$ cat config.mk
export PLATFORM = sky130hd
export DESIGN_NAME = bcd_scan_counter
export DESIGN_NICKNAME = d
export VERILOG_FILES = /design/src/rtl/bcd_scan_counter_pkg.sv /design/src/rtl/bcd_scan_counter_tick.sv /design/src/rtl/bcd_scan_counter.sv
export SDC_FILE = /design/constraint.sdc
export NUM_CORES = 1
export LEC_CHECK = 0
export CORE_ASPECT_RATIO = 0.9
export CORE_MARGIN = 1
export CORE_UTILIZATION = 45
export DETAILED_ROUTE_END_ITERATION = 16
export PLACE_DENSITY = 0.75
export SETUP_SLACK_MARGIN = 0.1
export SLEW_MARGIN = 20
export SYNTH_ARGS = -nofsm -noshare
export SYNTH_HDL_FRONTEND = slang
export SYNTH_HIERARCHICAL = 1
export SYNTH_SLANG_ARGS = --single-unit
$ cat constraint.sdc
create_clock -name clk -period 2.36 [get_ports clk]
set_input_delay 0.472 -clock clk [delete_from_list [all_inputs] [get_ports clk]]
set_output_delay 0.472 -clock clk [all_outputs]
set_load 0.1 [all_outputs]
$ cat src/rtl/bcd_scan_counter_pkg.sv
// Shared constants for the BCD scan counter: digit width and active-low 7-segment patterns.
// Bit 0 of a pattern drives segment a, bit 6 drives segment g.
package bcd_scan_counter_pkg;

   localparam int BCD_W = 4;

   localparam logic [6:0] SEG_0     = 7'h40;
   localparam logic [6:0] SEG_1     = 7'h79;
   localparam logic [6:0] SEG_2     = 7'h24;
   localparam logic [6:0] SEG_3     = 7'h30;
   localparam logic [6:0] SEG_4     = 7'h19;
   localparam logic [6:0] SEG_5     = 7'h12;
   localparam logic [6:0] SEG_6     = 7'h02;
   localparam logic [6:0] SEG_7     = 7'h78;
   localparam logic [6:0] SEG_8     = 7'h00;
   localparam logic [6:0] SEG_9     = 7'h10;
   localparam logic [6:0] SEG_BLANK = 7'h7F;

   function automatic logic [6:0] seg_decode(input logic [BCD_W-1:0] d);
      logic [6:0] s;
      case (d)
         4'd0:    s = SEG_0;
         4'd1:    s = SEG_1;
         4'd2:    s = SEG_2;
         4'd3:    s = SEG_3;
         4'd4:    s = SEG_4;
         4'd5:    s = SEG_5;
         4'd6:    s = SEG_6;
         4'd7:    s = SEG_7;
         4'd8:    s = SEG_8;
         4'd9:    s = SEG_9;
         default: s = SEG_BLANK;
      endcase
      return s;
   endfunction

endpackage

$ cat src/rtl/bcd_scan_counter_tick.sv
// Free-running prescaler 0..DIV; tick is high for the single cycle the counter equals DIV.
// Latency: tick is combinational from the counter register; no backpressure.
module tick_gen #(
   parameter int DIV = 3
) (
   input  logic clk,
   input  logic rst,
   output logic tick
);

   localparam int W = (DIV < 1) ? 1 : $clog2(DIV + 1);

   logic [W-1:0] cnt;

   assign tick = (cnt == W'(DIV));

   always_ff @(posedge clk or posedge rst) begin
      if (rst) begin
         cnt <= '0;
      end else if (tick) begin
         cnt <= '0;
      end else begin
         cnt <= cnt + W'(1);
      end
   end

endmodule

$ cat src/rtl/bcd_scan_counter.sv
// N-digit up/down BCD counter with clamped load, clear and a multiplexed 7-segment scan driver.
// count/carry_out update on the edge ending a count tick; seg/dig_sel lag index/count by one cycle.
module bcd_scan_counter
   import bcd_scan_counter_pkg::*;
#(
   parameter int N_DIGITS  = 4,
   parameter int DIV_COUNT = 24_999_999,
   parameter int DIV_SCAN  = 24_999,
   parameter int BLANK_LZ  = 1
) (
   input  logic                      clk,
   input  logic                      rst,
   input  logic                      ena,
   input  logic                      up_dn,
   input  logic                      clear,
   input  logic                      load,
   input  logic [BCD_W*N_DIGITS-1:0] load_val,
   output logic [BCD_W*N_DIGITS-1:0] count,
   output logic                      carry_out,
   output logic [6:0]                seg,
   output logic [N_DIGITS-1:0]       dig_sel
);

   localparam int IW = (N_DIGITS > 1) ? $clog2(N_DIGITS) : 1;

   logic                      cnt_tick;
   logic                      scan_tick;
   logic [BCD_W*N_DIGITS-1:0] cnt_nxt;
   logic [BCD_W*N_DIGITS-1:0] ld_val;
   logic [N_DIGITS-1:0]       eq9;
   logic [N_DIGITS-1:0]       eq0;
   logic [N_DIGITS-1:0]       blank_v;
   logic [BCD_W-1:0]          digs [N_DIGITS];
   logic                      wrap;
   logic [IW-1:0]             scan_idx;

   tick_gen #(.DIV(DIV_COUNT)) u_count_tick (.clk(clk), .rst(rst), .tick(cnt_tick));
   tick_gen #(.DIV(DIV_SCAN))  u_scan_tick  (.clk(clk), .rst(rst), .tick(scan_tick));

   // Lower-digit conditions are reduced from eq9/eq0 masks rather than chained digit to digit.
   for (genvar k = 0; k < N_DIGITS; k++) begin : g_digit
      localparam logic [N_DIGITS-1:0] LOW_MASK = (N_DIGITS'(1) << k) - N_DIGITS'(1);

      logic [BCD_W-1:0] d;
      logic [BCD_W-1:0] lv;
      logic             lo9;
      logic             lo0;

      assign d       = count[k*BCD_W +: BCD_W];
      assign digs[k] = d;
      assign eq9[k]  = (d == 4'd9);
      assign eq0[k]  = (d == 4'd0);
      assign lo9     = &(eq9 | ~LOW_MASK);
      assign lo0     = &(eq0 | ~LOW_MASK);
      assign lv      = load_val[k*BCD_W +: BCD_W];

      assign ld_val[k*BCD_W +: BCD_W] = (lv > 4'd9) ? 4'd9 : lv;

      always_comb begin
         cnt_nxt[k*BCD_W +: BCD_W] = d;
         if (up_dn && lo9) begin
            cnt_nxt[k*BCD_W +: BCD_W] = eq9[k] ? 4'd0 : d + 4'd1;
         end else if (!up_dn && lo0) begin
            cnt_nxt[k*BCD_W +: BCD_W] = eq0[k] ? 4'd9 : d - 4'd1;
         end
      end

      if (k == 0) begin : g_lsd
         assign blank_v[k] = 1'b0;
      end else begin : g_hsd
         assign blank_v[k] = (BLANK_LZ != 0) && (&(eq0 | LOW_MASK));
      end
   end

   assign wrap = up_dn ? (&eq9) : (&eq0);

   always_ff @(posedge clk or posedge rst) begin
      if (rst) begin
         count     <= '0;
         carry_out <= 1'b0;
      end else if (clear) begin
         count     <= '0;
         carry_out <= 1'b0;
      end else if (load) begin
         count     <= ld_val;
         carry_out <= 1'b0;
      end else if (cnt_tick && ena) begin
         count     <= cnt_nxt;
         carry_out <= wrap;
      end else begin
         carry_out <= 1'b0;
      end
   end

   always_ff @(posedge clk or posedge rst) begin
      if (rst) begin
         scan_idx <= '0;
      end else if (scan_tick) begin
         scan_idx <= (scan_idx == IW'(N_DIGITS - 1)) ? '0 : scan_idx + IW'(1);
      end
   end

   always_ff @(posedge clk or posedge rst) begin
      if (rst) begin
         seg     <= SEG_BLANK;
         dig_sel <= '1;
      end else begin
         seg     <= blank_v[scan_idx] ? SEG_BLANK : seg_decode(digs[scan_idx]);
         dig_sel <= ~(N_DIGITS'(1) << scan_idx);
      end
   end

endmodule

==> flow_results.xml <==
<?xml version="1.0" encoding="UTF-8"?>
<metrics>
  <group name="status">
    <metric name="status" unit="">finished, final reports clean</metric>
  </group>
  <group name="grt">
    <metric name="grt_overflow_total" unit="">0</metric>
    <metric name="gr-usage-all-layers" unit="%">22.0</metric>
    <metric name="grt_first_pass_wirelength" unit="mm">18.3</metric>
    <metric name="grt_antenna_before_repair" unit="">0</metric>
    <metric name="maximum_number_of_pins_on_one_net_before_global_route_repair" unit="">34</metric>
    <metric name="vias_in_the_first_global_route" unit="">3808</metric>
  </group>
  <group name="placed_design">
    <metric name="dp_slack" unit="ps">-39.1</metric>
    <metric name="detailed_place_hpwl" unit="mm">7.97</metric>
    <metric name="port_buffers" unit="">49</metric>
    <metric name="place.gp.congestion" unit="">0.920</metric>
    <metric name="detailed_place.area" unit="µm²">5250</metric>
  </group>
  <group name="sta">
    <metric name="layout_setup_ws" unit="ps">172</metric>
    <metric name="hold_violations" unit="">0</metric>
    <metric name="rsz0062_at_grt" unit="">false</metric>
    <metric name="finalCritPeriodShare" unit="%">92.7</metric>
    <metric name="slew-limit-headroom" unit="%">60.0</metric>
    <metric name="fin_tns_setup" unit="ps">0</metric>
    <metric name="layout_min_cycle_time" unit="ps">2190</metric>
    <metric name="setup-violations-final" unit="">0</metric>
    <metric name="fin_skew" unit="ps">16.6</metric>
    <metric name="fmax" unit="MHz">457</metric>
    <metric name="timing_worst_slew_pin_value" unit="ps">595</metric>
    <metric name="final-max-slew-violation-count" unit="">0</metric>
  </group>
  <group name="routing">
    <metric name="routed-via-count" unit="">3997</metric>
    <metric name="drcViolationCount" unit="">0</metric>
    <metric name="vias_per_cell" unit="">5.82</metric>
    <metric name="number_of_optimization_iterations_in_the_first_detailed_route_pass" unit="">5</metric>
    <metric name="antenna_left" unit="">0</metric>
    <metric name="avgRoutedWirePerCell" unit="µm">16.2</metric>
    <metric name="drt_first_iter_violations" unit="">347</metric>
    <metric name="drt-total-wl" unit="mm">11.1</metric>
  </group>
  <group name="logic_synthesis">
    <metric name="async_reset_ff_share" unit="%">100</metric>
    <metric name="synth.top_cells.by_count" unit="">sky130_fd_sc_hd__dfrtp_1 (59), sky130_fd_sc_hd__nand2_1 (38), sky130_fd_sc_hd__nor2_1 (37), sky130_fd_sc_hd__o21ai_0 (34), sky130_fd_sc_hd__inv_1 (32)</metric>
    <metric name="yosys_most_used_dff" unit="">sky130_fd_sc_hd__dfrtp_1</metric>
    <metric name="synth.net_count" unit="">522</metric>
    <metric name="synth.yosys.seq_area_share" unit="%">38.8</metric>
    <metric name="syn-instance-count" unit="">477</metric>
    <metric name="post-synth-top-area-cell" unit="">sky130_fd_sc_hd__dfrtp_1</metric>
    <metric name="synth_top_area_share" unit="%">32.5</metric>
    <metric name="synth_edf_count" unit="">0</metric>
    <metric name="yosysWarningCount" unit="">6</metric>
    <metric name="post-synth-top-count-cell" unit="">sky130_fd_sc_hd__dfrtp_1</metric>
    <metric name="netlist_top_cells_area" unit="">sky130_fd_sc_hd__dfrtp_1 (32%), sky130_fd_sc_hd__dfstp_2 (6.4%), sky130_fd_sc_hd__ha_1 (6.3%)</metric>
    <metric name="yosys.cell_types.count" unit="">69</metric>
    <metric name="ys_seq_elements" unit="">70</metric>
    <metric name="syn_avg_cell_area" unit="µm²">9.53</metric>
    <metric name="syn-cell-area" unit="µm²">4550</metric>
  </group>
  <group name="die">
    <metric name="die_w" unit="µm">108</metric>
    <metric name="number_of_placement_rows" unit="">34</metric>
    <metric name="die_area" unit="µm²">10500</metric>
    <metric name="start_util" unit="%">46.7</metric>
    <metric name="die_y" unit="µm">97.4</metric>
    <metric name="pin_count" unit="">50</metric>
    <metric name="coreArea" unit="µm²">9740</metric>
  </group>
  <group name="critical_path">
    <metric name="reg2reg_from" unit="">u_count_tick/cnt[8]</metric>
    <metric name="critical_path_peak_fanout" unit="">4</metric>
    <metric name="crit_path_end_kind" unit="">flip-flop</metric>
    <metric name="critical-path-slowest-cell" unit="">sky130_fd_sc_hd__dfrtp_2</metric>
    <metric name="cp-start-kind" unit="">flip-flop</metric>
    <metric name="worstRegToRegCells" unit="">7</metric>
    <metric name="data_arrival_time_of_the_worst_path" unit="ps">2480</metric>
    <metric name="timing.critical_path.required" unit="ps">2650</metric>
    <metric name="setup.worst_path.class" unit="">flip-flop to flip-flop</metric>
    <metric name="critical_path.reg2reg.endpoint" unit="">count[14]</metric>
    <metric name="chain_of_cells_forming_the_critical_path" unit="">nor4b_4, nand3_2, nor3_4, a21oi_2, or3_1, a2111oi_2, a211o_1</metric>
    <metric name="max_stage_delay" unit="ps">450</metric>
    <metric name="setup.reg_to_reg.worst_slack" unit="ps">170</metric>
  </group>
  <group name="clocking">
    <metric name="root_buffer" unit="">sky130_fd_sc_hd__clkbuf_8</metric>
    <metric name="cts_tree" unit="">done</metric>
    <metric name="cts.clk_slew.worst_paths" unit="ps">90</metric>
    <metric name="cts.path.max_buffers" unit="">2</metric>
    <metric name="numCtsBuffers" unit="">9</metric>
    <metric name="holdBufCountCts" unit="">0</metric>
    <metric name="tritoncts_num_sinks" unit="">70</metric>
    <metric name="cts_htree_levels" unit="">3</metric>
    <metric name="insertion_delay" unit="ps">350</metric>
  </group>
  <group name="hold_path">
    <metric name="timing.hold.worst_endpoint" unit="">u_scan_tick/cnt[0]</metric>
    <metric name="hold_depth" unit="">1</metric>
    <metric name="holdCritPathClass" unit="">flip-flop to flip-flop</metric>
    <metric name="hp-start" unit="">u_scan_tick/cnt[0]</metric>
  </group>
  <group name="final_layout">
    <metric name="final-seq-area" unit="µm²">1800</metric>
    <metric name="multiInputGateArea" unit="µm²">2690</metric>
    <metric name="ratio_of_cells_with_drive_above_1_in_the_final_layout" unit="%">27.8</metric>
    <metric name="finish.utilization" unit="%">58.0</metric>
    <metric name="num_antenna_cells" unit="">0</metric>
    <metric name="layout_stage_area_growth_over_the_synthesis_result" unit="%">24.2</metric>
    <metric name="fillCellCount" unit="">814</metric>
    <metric name="final_nets" unit="">601</metric>
    <metric name="fin_area" unit="µm²">5650</metric>
  </group>
  <group name="power_and_ir_drop">
    <metric name="final_power" unit="mW">3.12</metric>
    <metric name="power.density_cell_area" unit="nW/µm²">553</metric>
    <metric name="irDropWorstVdd" unit="mV">0.329</metric>
    <metric name="power.static_leakage" unit="nW">2.39</metric>
  </group>
  <group name="job">
    <metric name="maxCapViolCount" unit="">0</metric>
  </group>
</metrics>
-- report_power, final --
| part | switching (mW) | leakage (nW) | internal, mW | total (mW) |
|---|---|---|---|---|
| clock | 0.482 | 0.0923 | 0.487 | 0.968 |
| sequential | 0.0703 | 0.873 | 1.26 | 1.33 |
| combinational | 0.555 | 1.43 | 0.270 | 0.825 |
| total | 1.11 | 2.39 | 2.02 | 3.12 |
-- through the flow --
stage          cells  hold WS, ps
3_5_place_dp     658          464
4_1_cts          674          475
2_1_floorplan    477          373
6_report         687          475
5_1_grt          687          496
3_3_place_gp     658          448
-- how the worst max path moves through the flow --
stage | from | end | slack [ps] | cells after the start
after floorplan | count[2] | count[14] | 40 | 6
after global placement | up_dn | count[12] | -9 | 6
after detailed placement | up_dn | count[12] | -40 | 6
after CTS | count[5] | count[14] | 100 | 7
after global routing | u_count_tick/cnt[8] | count[14] | 80 | 7
final | u_count_tick/cnt[8] | count[14] | 170 | 7
-- critical path, delay by kind of cell (launching register included) --
kind               cells  cell delay (ps)
AOI/OAI and AO/OA      3              600
and+or+nand+nor        4             1070
DFF                    1              450
-- repair_timing --
item,in CTS,in global routing
endpoints found under the setup margin,1,18
setup buffers,0,13
gates resized for setup,1,28
gates cloned,0,0
pin swaps,0,9
-- final cells by class --
cell class	count	share of cell area, %
multi-input cells	358	47.6
flip-flops and latches	70	31.9
repair buffers	85	12.2
inverters	32	2.13
well taps	126	2.79
clock buffers	10	2.26
clock inverters	6	1.13
-- registers in the layout (all words and copies together), names as in the netlist --
name and flops:
u_count_tick/cnt 25, count 16, u_scan_tick/cnt 15, seg 7, dig_sel 4, scan_idx 2
carry_out 1
-- cells by family (layout without fill, tap and decap cells) --
| group | Yosys count | in the layout | synth area share, % |
|---|---|---|---|
| adder cells (fa/ha/maj) | 23 | 23 | 6.33 |
| buffers and inverters | 49 | 133 | 4.54 |
| AO/OA/AOI/OAI | 105 | 105 | 15.4 |
| AND/OR/NAND/NOR | 193 | 193 | 25.4 |
| XOR/XNOR | 24 | 24 | 4.62 |
| flip-flops | 70 | 70 | 38.8 |
| multiplexers | 13 | 13 | 4.92 |
-- per-layer routing --
metal / track usage [%] / up-vias / share of wire [%]
met1: 29.9 / 1967 / 46
met4: 6.74 / 0 / 1.5
li1: - / 1902 / -
met3: 4.56 / 19 / 4.7
met5: 0 / - / 0
met2: 35.0 / 109 / 48
-- cells in the final DEF (no fill, tap or decap), types with 12 or more instances in the layout --
master	n
sky130_fd_sc_hd__buf_4	64
sky130_fd_sc_hd__dfrtp_1	42
sky130_fd_sc_hd__nand2_1	37
sky130_fd_sc_hd__nor2_1	35
sky130_fd_sc_hd__o21ai_0	33
sky130_fd_sc_hd__inv_1	28
sky130_fd_sc_hd__nand3_1	22
sky130_fd_sc_hd__a21oi_1	21
sky130_fd_sc_hd__clkdlybuf4s50_1	21
sky130_fd_sc_hd__ha_1	18
sky130_fd_sc_hd__xnor2_1	15
sky130_fd_sc_hd__nand4_1	12
(Power assumes the default switching activity.)
